===== src/rtl/mem_req_arbiter_if.sv =====
// Handshake bundle between the requester ports, the arbiter and the backing memory.
// The arbiter connects through the slave modport; the environment drives the master side.
interface mem_req_arbiter_if #(
  parameter int port_cnt = 5
);
  logic [port_cnt-1:0]       req_valid;
  logic [port_cnt-1:0][31:0] req_addr;
  logic [port_cnt-1:0]       req_rdy;
  logic [port_cnt-1:0]       rsp_valid;
  logic [31:0]               rsp_data;
  logic                      mem_req_valid;
  logic [31:0]               mem_req_addr;
  logic                      mem_req_rdy;
  logic                      mem_rsp_valid;
  logic [31:0]               mem_rsp_data;

  modport slave (
    input  req_valid, req_addr, mem_req_rdy, mem_rsp_valid, mem_rsp_data,
    output req_rdy, rsp_valid, rsp_data, mem_req_valid, mem_req_addr
  );

  modport master (
    output req_valid, req_addr, mem_req_rdy, mem_rsp_valid, mem_rsp_data,
    input  req_rdy, rsp_valid, rsp_data, mem_req_valid, mem_req_addr
  );
endinterface


===== src/rtl/mem_req_arbiter.sv =====
// Round-robin read arbiter with an in-order tag FIFO routing memory responses back to requesters.
// Optional macro MEM_REQ_ARBITER_DATA_PRIO_EN gives the last (data) port absolute priority.
module mem_req_arbiter #(
  parameter int port_cnt        = 5,
  parameter int max_outstanding = 4
) (
  input  logic                clk,
  input  logic                rst,
  input  logic                en,
  mem_req_arbiter_if.slave    bus,
  output logic                err_unexp
);
  localparam int PW = $clog2(port_cnt);
  localparam int TW = (max_outstanding > 1) ? $clog2(max_outstanding) : 1;
  localparam int CW = $clog2(max_outstanding + 1);

  logic [PW-1:0] rr_ptr;
  logic [PW-1:0] rr_win;
  logic [PW-1:0] win;
  logic          rr_found;
  logic          prio_hit;
  logic          any_req;
  logic          room;
  logic          grant;
  logic          pop;
  logic          fifo_empty;
  logic          fifo_full;
  logic [TW-1:0] wr_ptr;
  logic [TW-1:0] rd_ptr;
  logic [CW-1:0] count;
  logic [PW-1:0] tag_mem [max_outstanding];
  logic [PW-1:0] head_tag;

  function automatic logic [TW-1:0] nxt_tag_ptr(input logic [TW-1:0] p);
    return (p == TW'(max_outstanding - 1)) ? '0 : p + 1'b1;
  endfunction

  function automatic logic [PW-1:0] nxt_port(input logic [PW-1:0] p);
    return (p == PW'(port_cnt - 1)) ? '0 : p + 1'b1;
  endfunction

  // Scan requesters starting at rr_ptr, wrapping modulo port_cnt.
  always_comb begin
    logic [PW:0] sum;
    logic [PW-1:0] idx;
    sum      = '0;
    idx      = '0;
    rr_found = 1'b0;
    rr_win   = '0;
    for (int k = 0; k < port_cnt; k++) begin
      sum = {1'b0, rr_ptr} + (PW+1)'(k);
      idx = (sum >= (PW+1)'(port_cnt)) ? PW'(sum - (PW+1)'(port_cnt)) : PW'(sum);
      if (!rr_found && bus.req_valid[idx]) begin
        rr_found = 1'b1;
        rr_win   = idx;
      end
    end
  end

  always_comb begin
    win      = rr_win;
    prio_hit = 1'b0;
`ifdef MEM_REQ_ARBITER_DATA_PRIO_EN
    if (bus.req_valid[port_cnt-1]) begin
      win      = PW'(port_cnt - 1);
      prio_hit = 1'b1;
    end
`endif
  end

  assign fifo_empty = (count == '0);
  assign fifo_full  = (count == CW'(max_outstanding));
  assign head_tag   = tag_mem[rd_ptr];
  assign any_req    = |bus.req_valid;
  assign pop        = !rst && bus.mem_rsp_valid && !fifo_empty;
  assign room       = !fifo_full || pop;
  assign grant      = !rst && en && bus.mem_req_rdy && any_req && room;

  // Grant and response routing are purely combinational: zero added latency.
  always_comb begin
    bus.req_rdy   = '0;
    bus.rsp_valid = '0;
    for (int i = 0; i < port_cnt; i++) begin
      bus.req_rdy[i]   = grant && (win == PW'(i));
      bus.rsp_valid[i] = pop && (head_tag == PW'(i));
    end
    bus.mem_req_valid = grant;
    bus.mem_req_addr  = grant ? bus.req_addr[win] : '0;
    bus.rsp_data      = pop ? bus.mem_rsp_data : '0;
  end

  always_ff @(posedge clk) begin
    if (rst) begin
      rr_ptr    <= '0;
      wr_ptr    <= '0;
      rd_ptr    <= '0;
      count     <= '0;
      err_unexp <= 1'b0;
    end else begin
      if (grant) begin
        wr_ptr <= nxt_tag_ptr(wr_ptr);
        if (!prio_hit) rr_ptr <= nxt_port(win);
      end
      if (pop) rd_ptr <= nxt_tag_ptr(rd_ptr);
      if (grant && !pop) count <= count + 1'b1;
      else if (pop && !grant) count <= count - 1'b1;
      if (bus.mem_rsp_valid && fifo_empty) err_unexp <= 1'b1;
    end
  end

  // Tag storage carries data only and is not reset.
  always_ff @(posedge clk) begin
    if (grant) tag_mem[wr_ptr] <= win;
  end
endmodule


===== src/flat_wrapper.sv =====
// flat-port wrapper written by rule: the top's interface ports become plain ports
module mem_req_arbiter_flat 
#(
  parameter int port_cnt        = 5,
  parameter int max_outstanding = 4
)
  (clk, rst, en, err_unexp, bus_req_valid, bus_req_addr, bus_mem_req_rdy, bus_mem_rsp_valid, bus_mem_rsp_data, bus_req_rdy, bus_rsp_valid, bus_rsp_data, bus_mem_req_valid, bus_mem_req_addr);
  mem_req_arbiter_if #(.port_cnt(port_cnt)) bus_i ();
  input  logic clk;
  input  logic rst;
  input  logic en;
  output logic err_unexp;
  input wire logic [$bits(bus_i.req_valid)-1:0] bus_req_valid;
  input wire logic [$bits(bus_i.req_addr)-1:0] bus_req_addr;
  input wire logic [$bits(bus_i.mem_req_rdy)-1:0] bus_mem_req_rdy;
  input wire logic [$bits(bus_i.mem_rsp_valid)-1:0] bus_mem_rsp_valid;
  input wire logic [$bits(bus_i.mem_rsp_data)-1:0] bus_mem_rsp_data;
  output wire logic [$bits(bus_i.req_rdy)-1:0] bus_req_rdy;
  output wire logic [$bits(bus_i.rsp_valid)-1:0] bus_rsp_valid;
  output wire logic [$bits(bus_i.rsp_data)-1:0] bus_rsp_data;
  output wire logic [$bits(bus_i.mem_req_valid)-1:0] bus_mem_req_valid;
  output wire logic [$bits(bus_i.mem_req_addr)-1:0] bus_mem_req_addr;
  assign bus_i.req_valid = bus_req_valid;
  assign bus_i.req_addr = bus_req_addr;
  assign bus_i.mem_req_rdy = bus_mem_req_rdy;
  assign bus_i.mem_rsp_valid = bus_mem_rsp_valid;
  assign bus_i.mem_rsp_data = bus_mem_rsp_data;
  assign bus_req_rdy = bus_i.req_rdy;
  assign bus_rsp_valid = bus_i.rsp_valid;
  assign bus_rsp_data = bus_i.rsp_data;
  assign bus_mem_req_valid = bus_i.mem_req_valid;
  assign bus_mem_req_addr = bus_i.mem_req_addr;
  mem_req_arbiter #(.port_cnt(port_cnt), .max_outstanding(max_outstanding)) u_core (.clk(clk), .rst(rst), .en(en), .bus(bus_i), .err_unexp(err_unexp));
endmodule

===== config.mk =====
export PLATFORM = sky130hd
export DESIGN_NAME = mem_req_arbiter_flat
export DESIGN_NICKNAME = d
export VERILOG_FILES = /design/src/rtl/mem_req_arbiter_if.sv /design/src/rtl/mem_req_arbiter.sv /design/src/flat_wrapper.sv
export SDC_FILE = /design/constraint.sdc
export NUM_CORES = 1
export LEC_CHECK = 0
export BUFFER_PORTS_ARGS = -buffer_cell sky130_fd_sc_hd__buf_2
export CORE_MARGIN = 3
export CORE_UTILIZATION = 30
export CTS_BUF_LIST = sky130_fd_sc_hd__clkbuf_2 sky130_fd_sc_hd__clkbuf_4 sky130_fd_sc_hd__clkbuf_8
export CTS_CLUSTER_SIZE = 40
export DETAILED_ROUTE_END_ITERATION = 10
export PLACE_DENSITY = 0.71
export SLEW_MARGIN = 20
export SYNTH_ARGS = -nofsm -noshare
export SYNTH_HDL_FRONTEND = slang
export SYNTH_SLANG_ARGS = --single-unit

===== constraint.sdc =====
create_clock -name clk -period 4.7 [get_ports clk]
set_input_delay 0 -clock clk [delete_from_list [all_inputs] [get_ports clk]]
set_output_delay 0 -clock clk [all_outputs]
set_load 0.01 [all_outputs]

==> reports/qor.yml <==
global_route:
  grt_start_max_net_pins: 39
  grt.overflow.total: 0
  grt_pass1_wl_microns: 22070
  grtUsageTotal: 0.1858
  antenna_found_initial: 0
  grt_pass1_vias: 4486
sta:
  holdWs_ns: 0.05810
  post-route-period-util: 0.9345
  period_needed_ns: 4.392
  worst_pin_slew_ns: 0.4591
  fmax_ghz: 0.2277
  finalMaxSlewViolations: 0
  fin_skew_ns: 0.01232
  rsz0062_at_grt: "no"
  setup-tns-final_ns: 0
  hold_viol: 0
  relSlewSlack: 0.6936
  postLayoutSetupSlackWorst_ns: 0.3079
  finalSetupViolCount: 0
place:
  portBuffers: 277
  dp_hpwl_microns: 12300
  dp_cells: 882
  place_ws_ns: 0.3490
  gp_congestion: 0.9115
job:
  drv_cap: 0
floorplan:
  die_y_microns: 120.3
  fp.dieW_microns: 120.3
  fp.dieArea_sq_mm: 0.01448
  coreArea_sq_mm: 0.01272
  pin_count: 278
  fp-row-count: 41
  initial_core_util: 0.3082
synth:
  synth_edf_count: 12
  synth_area_sq_mm: 0.003921
  synthCells: 454
  synth-seq-cells: 25
  synth-async-reset-ratio: 0
  yosysWarnings: 0
  synth_area_leaders: "mux2i_1, edfxtp_1, o221ai_2"
  yosysTopAreaCell: "mux2i_1"
  ys_types: 62
  synthTopCellsByCount: "mux2i_1, nand2_1, and2_1, nor2_1, o221ai_2"
  syn_avg_cell_area_sq_um: 8.637
  synth_top_area_share: 0.1889
  synth.most_common_cell: "mux2i_1"
  ys.flop_type: "dfxtp_1"
  ys_seq_area_frac: 0.1583
  synth_nets: 677
run_status:
  run_status: "completed"
setup_path:
  cp_slowest_cell: "dfxtp_1"
  cp_max_fo: 16
  path_common_cell: "buf_6"
  critPathKind: "reg -> out"
  critPathMaxStageDelay_ns: 0.53
  worstPathArrival_ns: 4.39
  cp-end-kind: "primary output"
  required_ns: 4.70
  cp_cell_sequence: "ha_1 > inv_1 > fa_1 > a21o_1 > a22oi_1 > o22ai_1 > or3b_1 > nor2_2 > o21ai_1 > a32oi_4 > buf_6 > buf_6 > mux2i_1 > o221ai_2 > buf_2"
  critPathLaunchType: "register"
clocking:
  clockBufferDepth: 2
  cts_setup_buffers: 0
  numCtsBuffers: 3
  h-tree-depth: 1
  clk_pin_slew_worst_paths_ns: 0.09
  root_buffer: "clkbuf_8"
  clock_latency_ns: 0.27
  numClockSinks: 25
  cts_tree: "done"
final_layout:
  fin_nets: 939
  antenna_cells: 0
  drive_gt1_frac: 0.4755
  postLayoutCoreUtil: 0.4346
  stdcell_count: 887
  syn_to_final_growth_pct: 41.00
drt:
  vias_per_cell: 5.103
  first_iter_violations: 228
  wl_per_cell_microns: 16.47
  first_pass_iters: 4
  via_count: 4526
  wl_microns: 14610
  ant_nets: 0
  drc_errors: 0
power_and_ir_drop:
  p_leak_uw: 0.003024
  ir_drop_mv: 0.1736
  powerDensity_mw_per_mm2: 312.2
hold_path:
  min_path_type: "in -> reg"
==> worst max-delay path, delay by kind of cell, from the launching register on <==
kind            cells  cell delay (ns)
fa+ha+maj           2             0.67
buf+inv             4             0.68
simple gates        2             0.72
compound gates      6             1.25
mux                 1             0.27
flops               1             0.53
==> area by class of cell <==
type,count,area [sq um]
inverter,17,63.81
sequential,25,620.6
fill,1305,7193
clock buffer,4,48.80
multi-input combinational,378,3042
timing repair buffer,291,1539
tap,172,215.2
==> worst paths after layout <==
kind / start / end / slack (ns) / cells past startpoint
worst max register to register: u_core.rr_ptr[1] / u_core.rr_ptr[2] / 0.56 / 16
worst max-delay path: u_core.rr_ptr[1] / bus_mem_req_addr[19] / 0.31 / 15
worst min register to register: u_core.err_unexp / u_core.err_unexp / 0.49 / 2
worst min-delay path: rst / u_core.err_unexp / 0.06 / 2
==> registers in the layout, indices dropped and copies added, names as in the netlist, named ones only <==
| name | cells |
|---|---|
| u_core.count | 3 |
| u_core.err_unexp | 1 |
| u_core.rd_ptr | 2 |
| u_core.rr_ptr | 3 |
| u_core.tag_mem | 12 |
| u_core.wr_ptr | 2 |
==> layer usage <==
metal | vias up | track usage | part of all wire
met2 | 241 | 0.3548 | 0.52
met5 | - | 0 | 0
met4 | 0 | 0.04958 | 0.024
li1 | 2209 | - | -
met1 | 2045 | 0.2128 | 0.38
met3 | 31 | 0.03087 | 0.084
==> layout by cell type, fill, tap and decap left out, types with 3 or more instances in the layout <==
master	Yosys	final
buf_2	13	277
nor3_1	8	8
nand2_1	54	54
xor2_1	4	4
a21oi_2	2	3
o21ai_0	8	8
o221ai_1	10	10
ha_1	19	18
mux2_2	4	4
buf_12	0	3
nand2b_1	9	9
o211ai_1	5	5
nor2_1	25	24
and3_1	4	4
a211o_1	3	3
and2_1	38	38
clkbuf_8	0	3
inv_1	16	15
a21o_1	3	3
nor2b_1	6	6
edfxtp_1	12	12
buf_4	3	8
a21oi_1	19	18
o22ai_1	7	7
o221ai_2	24	24
dfxtp_1	13	13
mux4_2	5	5
or4_1	3	3
mux2i_1	74	74
or3_1	4	4
==> metrics by stage <==
step | power (uW) | instance area, sq um
global placement | 1561 | 5450
global route | 1856 | 5529
finish | 1726 | 5529
floorplan | 1256 | 3921
CTS | 1710 | 5509
detailed placement | 1578 | 5450
==> power by group <==
part | leakage [uW] | switching (uW) | internal, uW
clock | 0.0000262 | 65.2 | 66.3
combinational | 0.00278 | 728 | 585
sequential | 0.000216 | 19.8 | 262
==> cells by family (layout without fill, tap and decap cells) <==
| family | count (synthesis) | in the layout | share of synthesized area |
|---|---|---|---|
| AND/OR/NAND/NOR | 166 | 166 | 0.2192 |
| adder cells (fa/ha/maj) | 21 | 21 | 0.07084 |
| XOR/XNOR | 6 | 6 | 0.01340 |
| AO/OA/AOI/OAI | 100 | 100 | 0.2278 |
| flip-flops | 25 | 25 | 0.1583 |
| buffers and inverters | 51 | 312 | 0.07498 |
| multiplexers | 85 | 85 | 0.2355 |
==> what timing repair did <==
| item | CTS | global route |
|---|---|---|
| resized for setup | 0 | 6 |
| hold buffers | 1 | 0 |
| endpoints found under the hold margin | 1 | 0 |
| setup endpoints to repair | 0 | 31 |
Note: power is estimated with default switching activity, not from simulation.
